## src/rtl/id_ex_pipe_reg.sv

```systemverilog
// ID/EX pipeline register for the 5-stage MIPS pipeline.
// Inserts bubbles on flush or load-use hazard, and counts hazard bubbles with a saturating counter.
module id_ex_pipe_reg #(
    parameter int DATA_W     = 32,
    parameter int REG_ADDR_W = 5,
    parameter int CTRL_W     = 8,
    parameter int CNT_W      = 16
) (
    input  logic                  clk,
    input  logic                  rst_n,
    input  logic                  flush_in,
    input  logic                  stall_in,
    input  logic                  valid_id,
    input  logic [DATA_W-1:0]     read_data_1_id,
    input  logic [DATA_W-1:0]     read_data_2_id,
    input  logic [DATA_W-1:0]     sign_extended_id,
    input  logic [REG_ADDR_W-1:0] rs_id,
    input  logic [REG_ADDR_W-1:0] rt_id,
    input  logic [REG_ADDR_W-1:0] rd_id,
    input  logic                  mem_read_id,
    input  logic [CTRL_W-1:0]     ctrl_id,
    output logic [DATA_W-1:0]     read_data_1_ex,
    output logic [DATA_W-1:0]     read_data_2_ex,
    output logic [DATA_W-1:0]     sign_extended_ex,
    output logic [REG_ADDR_W-1:0] rs_ex,
    output logic [REG_ADDR_W-1:0] rt_ex,
    output logic [REG_ADDR_W-1:0] rd_ex,
    output logic                  mem_read_ex,
    output logic [CTRL_W-1:0]     ctrl_ex,
    output logic                  valid_ex,
    output logic                  hazard_stall,
    output logic [CNT_W-1:0]      bubble_count
);

    logic [DATA_W-1:0]     read_data_1_nxt;
    logic [DATA_W-1:0]     read_data_2_nxt;
    logic [DATA_W-1:0]     sign_extended_nxt;
    logic [REG_ADDR_W-1:0] rs_nxt;
    logic [REG_ADDR_W-1:0] rt_nxt;
    logic [REG_ADDR_W-1:0] rd_nxt;
    logic                  mem_read_nxt;
    logic [CTRL_W-1:0]     ctrl_nxt;
    logic                  valid_nxt;
    logic [CNT_W-1:0]      bubble_count_nxt;
    logic                  bubble;

    // A load in EX whose destination feeds the ID instruction; $zero never creates a dependency.
    assign hazard_stall = valid_ex & mem_read_ex & valid_id & (rt_ex != '0)
                        & ((rt_ex == rs_id) | (rt_ex == rt_id));

    always_comb begin
        read_data_1_nxt   = read_data_1_ex;
        read_data_2_nxt   = read_data_2_ex;
        sign_extended_nxt = sign_extended_ex;
        rs_nxt            = rs_ex;
        rt_nxt            = rt_ex;
        rd_nxt            = rd_ex;
        mem_read_nxt      = mem_read_ex;
        ctrl_nxt          = ctrl_ex;
        valid_nxt         = valid_ex;
        bubble_count_nxt  = bubble_count;
        bubble            = 1'b0;

        if (flush_in) begin
            bubble = 1'b1;
        end else if (stall_in) begin
            bubble = 1'b0;
        end else if (hazard_stall) begin
            bubble = 1'b1;
            if (bubble_count != '1) begin
                bubble_count_nxt = bubble_count + 1'b1;
            end
        end else begin
            read_data_1_nxt   = read_data_1_id;
            read_data_2_nxt   = read_data_2_id;
            sign_extended_nxt = sign_extended_id;
            rs_nxt            = rs_id;
            rt_nxt            = rt_id;
            rd_nxt            = rd_id;
            valid_nxt         = valid_id;
            // An empty slot must never carry live control into EX.
            mem_read_nxt      = valid_id & mem_read_id;
            ctrl_nxt          = valid_id ? ctrl_id : '0;
        end

        if (bubble) begin
            read_data_1_nxt   = '0;
            read_data_2_nxt   = '0;
            sign_extended_nxt = '0;
            rs_nxt            = '0;
            rt_nxt            = '0;
            rd_nxt            = '0;
            mem_read_nxt      = 1'b0;
            ctrl_nxt          = '0;
            valid_nxt         = 1'b0;
        end
    end

    always_ff @(posedge clk) begin
        if (!rst_n) begin
            read_data_1_ex   <= '0;
            read_data_2_ex   <= '0;
            sign_extended_ex <= '0;
            rs_ex            <= '0;
            rt_ex            <= '0;
            rd_ex            <= '0;
            mem_read_ex      <= 1'b0;
            ctrl_ex          <= '0;
            valid_ex         <= 1'b0;
            bubble_count     <= '0;
        end else begin
            read_data_1_ex   <= read_data_1_nxt;
            read_data_2_ex   <= read_data_2_nxt;
            sign_extended_ex <= sign_extended_nxt;
            rs_ex            <= rs_nxt;
            rt_ex            <= rt_nxt;
            rd_ex            <= rd_nxt;
            mem_read_ex      <= mem_read_nxt;
            ctrl_ex          <= ctrl_nxt;
            valid_ex         <= valid_nxt;
            bubble_count     <= bubble_count_nxt;
        end
    end

endmodule

```

## config.mk

```make
export PLATFORM = sky130hd
export DESIGN_NAME = id_ex_pipe_reg
export DESIGN_NICKNAME = d
export VERILOG_FILES = /design/src/rtl/id_ex_pipe_reg.sv
export SDC_FILE = /design/constraint.sdc
export NUM_CORES = 1
export LEC_CHECK = 0
export ABC_AREA = 1
export CORE_UTILIZATION = 46
export CTS_BUF_LIST = sky130_fd_sc_hd__clkbuf_4
export CTS_CLUSTER_DIAMETER = 40
export DETAILED_ROUTE_END_ITERATION = 8
export PLACE_DENSITY = 0.92
export SLEW_MARGIN = 20
export SYNTH_ARGS = -nofsm -noshare
export SYNTH_HDL_FRONTEND = slang
export SYNTH_SLANG_ARGS = --single-unit
export TNS_END_PERCENT = 10
```

## constraint.sdc

```tcl
create_clock -name clk -period 2.7 [get_ports clk]
set_input_delay 0.675 -clock clk [delete_from_list [all_inputs] [get_ports clk]]
set_output_delay 0.675 -clock clk [all_outputs]
set_load 0.005 [all_outputs]
```

Word-level counts from Yosys, hierarchy flattened:

Index checks and enable logic that the tools add are counted.

* output and inout bits: 138
* logic and storage cells: 32
* bits in registers: 137

* add/subtract/negate cells: 1
* reduce and logical (&&, ||, !) cells: 4
* mux-type cells: 4
* equality and inequality tests: 3
* bitwise logic cells: 10

Operators with widths (count)
* $add A16 B1 Y16 const B: 1
* $ne A16 B16 Y1 const B: 1
* $eq A5 B5 Y1: 2
* $mux W8: 1
* $and A1 B1 Y1: 5
* $reduce_bool A5 Y1: 1
* $not A1 Y1: 4
* $reduce_and A4 Y1: 1
* $mux W1: 3
* $reduce_and A3 Y1: 1
* $reduce_or A2 Y1: 1
* $or A1 B1 Y1: 1

Logic depth before layout (Yosys ltp):

* depth in word-level cells: 8
* mapped depth: 12
* depth with buffers taken out: 11

Worst setup path after synthesis:

OpenSTA, ideal clock, no wires.

* path kind: input to output
* from: input port rs_id[2]
* to: output port hazard_stall
* path slack: 0.445 ns
* path buffers: 2
* stages on the path: 10
* arrival: 1.580 ns
* cell sequence: inv_1 nand2_1 nand2_1 nor2_1 nand3_1 nand2_4 nand2_4 buf_2 buf_2 inv_1

* word-level cells in the longest chain between the ends: 3

Ends and longest elaborated chain
* start, declared: line 17 `input logic [REG_ADDR_W-1:0] rs_id,`
* $eq A5 B5 Y1: line 49 `& ((rt_ex == rs_id) | (rt_ex == rt_id));`
* $or A1 B1 Y1: line 49
* $and A1 B1 Y1: line 49
* end, declared: line 31 `output logic hazard_stall,`

No other way between the ends.

Worst setup path after layout:

* from: input port rt_id[4]
* to: output port hazard_stall

* word-level cells in the longest chain between the ends: 3

Ends and longest elaborated chain
* start, declared: line 18 `input logic [REG_ADDR_W-1:0] rt_id,`
* $eq A5 B5 Y1: line 49
* $or A1 B1 Y1: line 49
* $and A1 B1 Y1: line 49

No other way between the ends.

==> summary.md <==
| Metric | Value |
|---|---|
| Status | completed |
| Slew Limit Fails | 0 |
| Cell taking the most area after synthesis | dfxtp_1 |
| Syn Nets | just under 900 |
| Footprint of the multi-input gates | ~0.0024 sq mm |
| Fin Hold WS | 0.465 ns |
| Pwr dens | between 400 and 500 mW/mm^2 |
| Final antenna-violating net count | 0 |
| GRT Total Usage | 27.5% |
| P_leak | approximately 3.2 nW |
| Setup WS pre-CTS | -0.319 ns |
| Cell with the most instances after synthesis | nand2_1 |
| First-pass GRT wire length | ~28,000 microns |
| Distinct cells, synth | 24 |
| Final Hold Fails | 0 |
| WL/cell | approximately 15 microns |
| WS Path Type | input pin to output port |
| Initial DRC Count | roughly 440 |
| Worst VDD drop | 0.000438 V |
| Dominant synthesized flop cell | dfxtp_1 |
| Placed Area | 0.00839 sq mm |
| DP HPWL | ~13,000 microns |
| Mapped Cells | 751 |
| Clock network latency to the later pin of the worst-skew pair | about 0.54 ns |
| Hold depth | 2 |
| Final WS setup | 0.125 ns |
| Critical Path, Cell by Cell | clkdlybuf4s50_1 -> inv_1 -> nand2_1 -> nand2_1 -> nor2_2 -> nand3_2 -> nand2_4 -> nand2_4 -> inv_1 -> buf_2 |
| Final instance area | approximately 0.0087 sq mm |
| Core box area | about 0.012 sq mm |
| Average cell area after synthesis | ~7.5 sq um |
| Clock Sinks | approximately 140 |
| Max-cap viol count | 0 |
| Placed Instances | between 1k and 1.5k |
| Ys Warns | 0 |
| Root Driver | clkbuf_4 |
| Largest cells by area after synthesis | dfxtp_1 49%, nand2_1 12%, a21oi_1 11%, nand3_1 11%, buf_6 3.8% |
| Synth Cell Area | 0.00564 sq mm |
| Vias per Instance | between 5 and 6 |
| Max stage delay cell, worst path | clkdlybuf4s50_1 |
| Top cell type's share of synthesized area | just under 50% |
| Fraction of registers with async set/reset | 0% |
| Startpoint Class | input pin |
| Die Height | between 100 and 150 microns |
| Fin util | around 73% |
| Std-Cell Rows | 40 |
| Worst-Margin Slew | roughly 0.47 ns |
| Depth of the most critical reg-to-reg path | 10 |
| Die W | approximately 110 microns |
| Placer Congestion | approximately 0.86 |
| Flop2flop setup slack | around 0.61 ns |
| Area grow syn2layout | 54.6% |
| Data arrival, critical path | 1.90 ns |
| TritonCTS Buffers | 17 |
| Ports | approximately 260 |
| Crit-path max cell delay | 0.50 ns |
| Seq. cell area | 0.00274 sq mm |
| Clk buf depth | 2 |
| Vias post-DR | around 6k |
| Sink of the worst hold path | read_data_1_ex[27] |
| RSZ-0062 raised after global routing | no |
| Skew final | 0.0153 ns |
| EDFF count, synth | 0 |
| Register area share after synthesis | 48.6% |
| Initial Utilization | a little under half |
| Buffers on Ports | 262 |
| Initial antenna violation count | 1 |
| FF+latch count, synth | 137 |
| Largest net degree at the start of global routing | 66 |
| Worst R2R Start | rt_ex[0] |
| Final Non-Filler Cells | roughly 1.2k |
| Clock slew at reported path FFs | roughly 0.10 ns |
| Setup TNS | 0 ns |
| Vias in the first global route | about 5.7k |
| HP Class | flop to flop |
| Fillers | 895 |
| Share of cells above drive strength 1 | between 6 and 7% |
| Crit path max fanout | 3 |
| Gr ovfl total | 0 |
| Initial DRT Pass Iterations | 5 |
| Crit end category | output port |
| Die ar. | 0.0127 sq mm |
| Worst Path Required | just over 2 ns |
| Total Power | approximately 4.1 mW |
| Period utilisation layout | between 90% and 100% |
| CTS tree | yes |
| Drt drc | 0 |
| Max Clk Rate | 388 MHz |
| Final wirelength | roughly 18,000 microns |
| Reg-to-Reg End | sign_extended_ex[22] |
| Slew HR | around two thirds |
| Top cells by count, synth | 183 x nand2_1, 137 x dfxtp_1, 123 x a21oi_1 |
| H-tree lvl count | 4 |
| Final setup viols | 0 |
| Hold_sp | read_data_1_ex[27] |
| Final net count | about 1.1k |
| Crit path time final | about 2.6 ns |
## report_power, final
group,switching [mW],internal (mW)
combinational,0.206,0.305
clock,0.746,0.734
sequential,0.0209,2.06
## registers in the layout (all words and copies together) (netlist names)
name,cells
mem_read_ex,1
read_data_2_ex,32
rs_ex,5
rt_ex,5
valid_ex,1
ctrl_ex,8
read_data_1_ex,32
bubble_count,16
rd_ex,5
sign_extended_ex,32
## layout by cell type (no fill, tap or decap), types with 2 or more instances in the layout
master and n:
o21bai_1 2, nand2_4 3, nand4_1 19, nor3_1 2, clkinv_4 3, a21oi_1 123, dlymetal6s2s_1 2, inv_1 40
buf_12 10, dfxtp_1 137, xnor2_1 2, nor2_2 3, nand3_2 2, nand2_1 183, nor2_1 43, clkbuf_4 18
buf_4 13, clkinvlp_4 2, clkinv_1 2, o21ai_0 5, clkdlybuf4s50_1 259, inv_2 5, clkinv_2 2, nand3_1 120
bufinv_16 4
## critical path, delay by kind of cell
kind / cells / cell delay (ns)
buffers and inverters: 4 / 0.73
and+or+nand+nor: 6 / 0.49
## area by class of cell
cell class / count / area share [%]
inverter: 45 / 1.94
clock buffer: 18 / 1.55
antenna: 1 / 0.0287
sequential: 137 / 31.4
clock inverter: 13 / 2.05
tap: 147 / 2.11
multi-input combinational: 514 / 27.4
timing repair buffer: 285 / 33.5
## worst max-delay path by stage
stage | start | to | cells after the start
floorplan | rs_id[2] | hazard_stall | 10
CTS | rt_id[1] | hazard_stall | 10
global placement | rs_id[1] | hazard_stall | 10
finish | rt_id[4] | hazard_stall | 10
global route | rt_id[4] | hazard_stall | 10
detailed placement | rs_id[1] | hazard_stall | 10
## metal layers
layer | vias to the layer above | GRT usage [%] | wire [microns] | part of all wire, %
met5 | - | 0 | 0 | 0
met2 | 286 | 46.8 | 8760 | 50
met4 | 0 | 14.0 | 558 | 3.2
met1 | 2798 | 30.9 | 6850 | 39
li1 | 2982 | - | - | -
met3 | 44 | 9.11 | 1510 | 8.6
## cells by family after synthesis
kind of cell / synth area share [%]
adders and majority gates: 0.222
DFF: 48.6
xor gates and xnor gates: 0.466
buffers and inverters: 9.65
AOI/OAI and AO/OA: 12.0
and+or+nand+nor: 29.1
## timing repair
action / in CTS / in global routing
setup buffers: 0 / 0
pin swaps: 1 / 3
hold buffers: 0 / 0
gates resized for setup: 3 / 8
gates cloned: 0 / 0
endpoints found under the setup margin: 1 / 1
No activity file was read; power rests on OpenSTA's default activity.
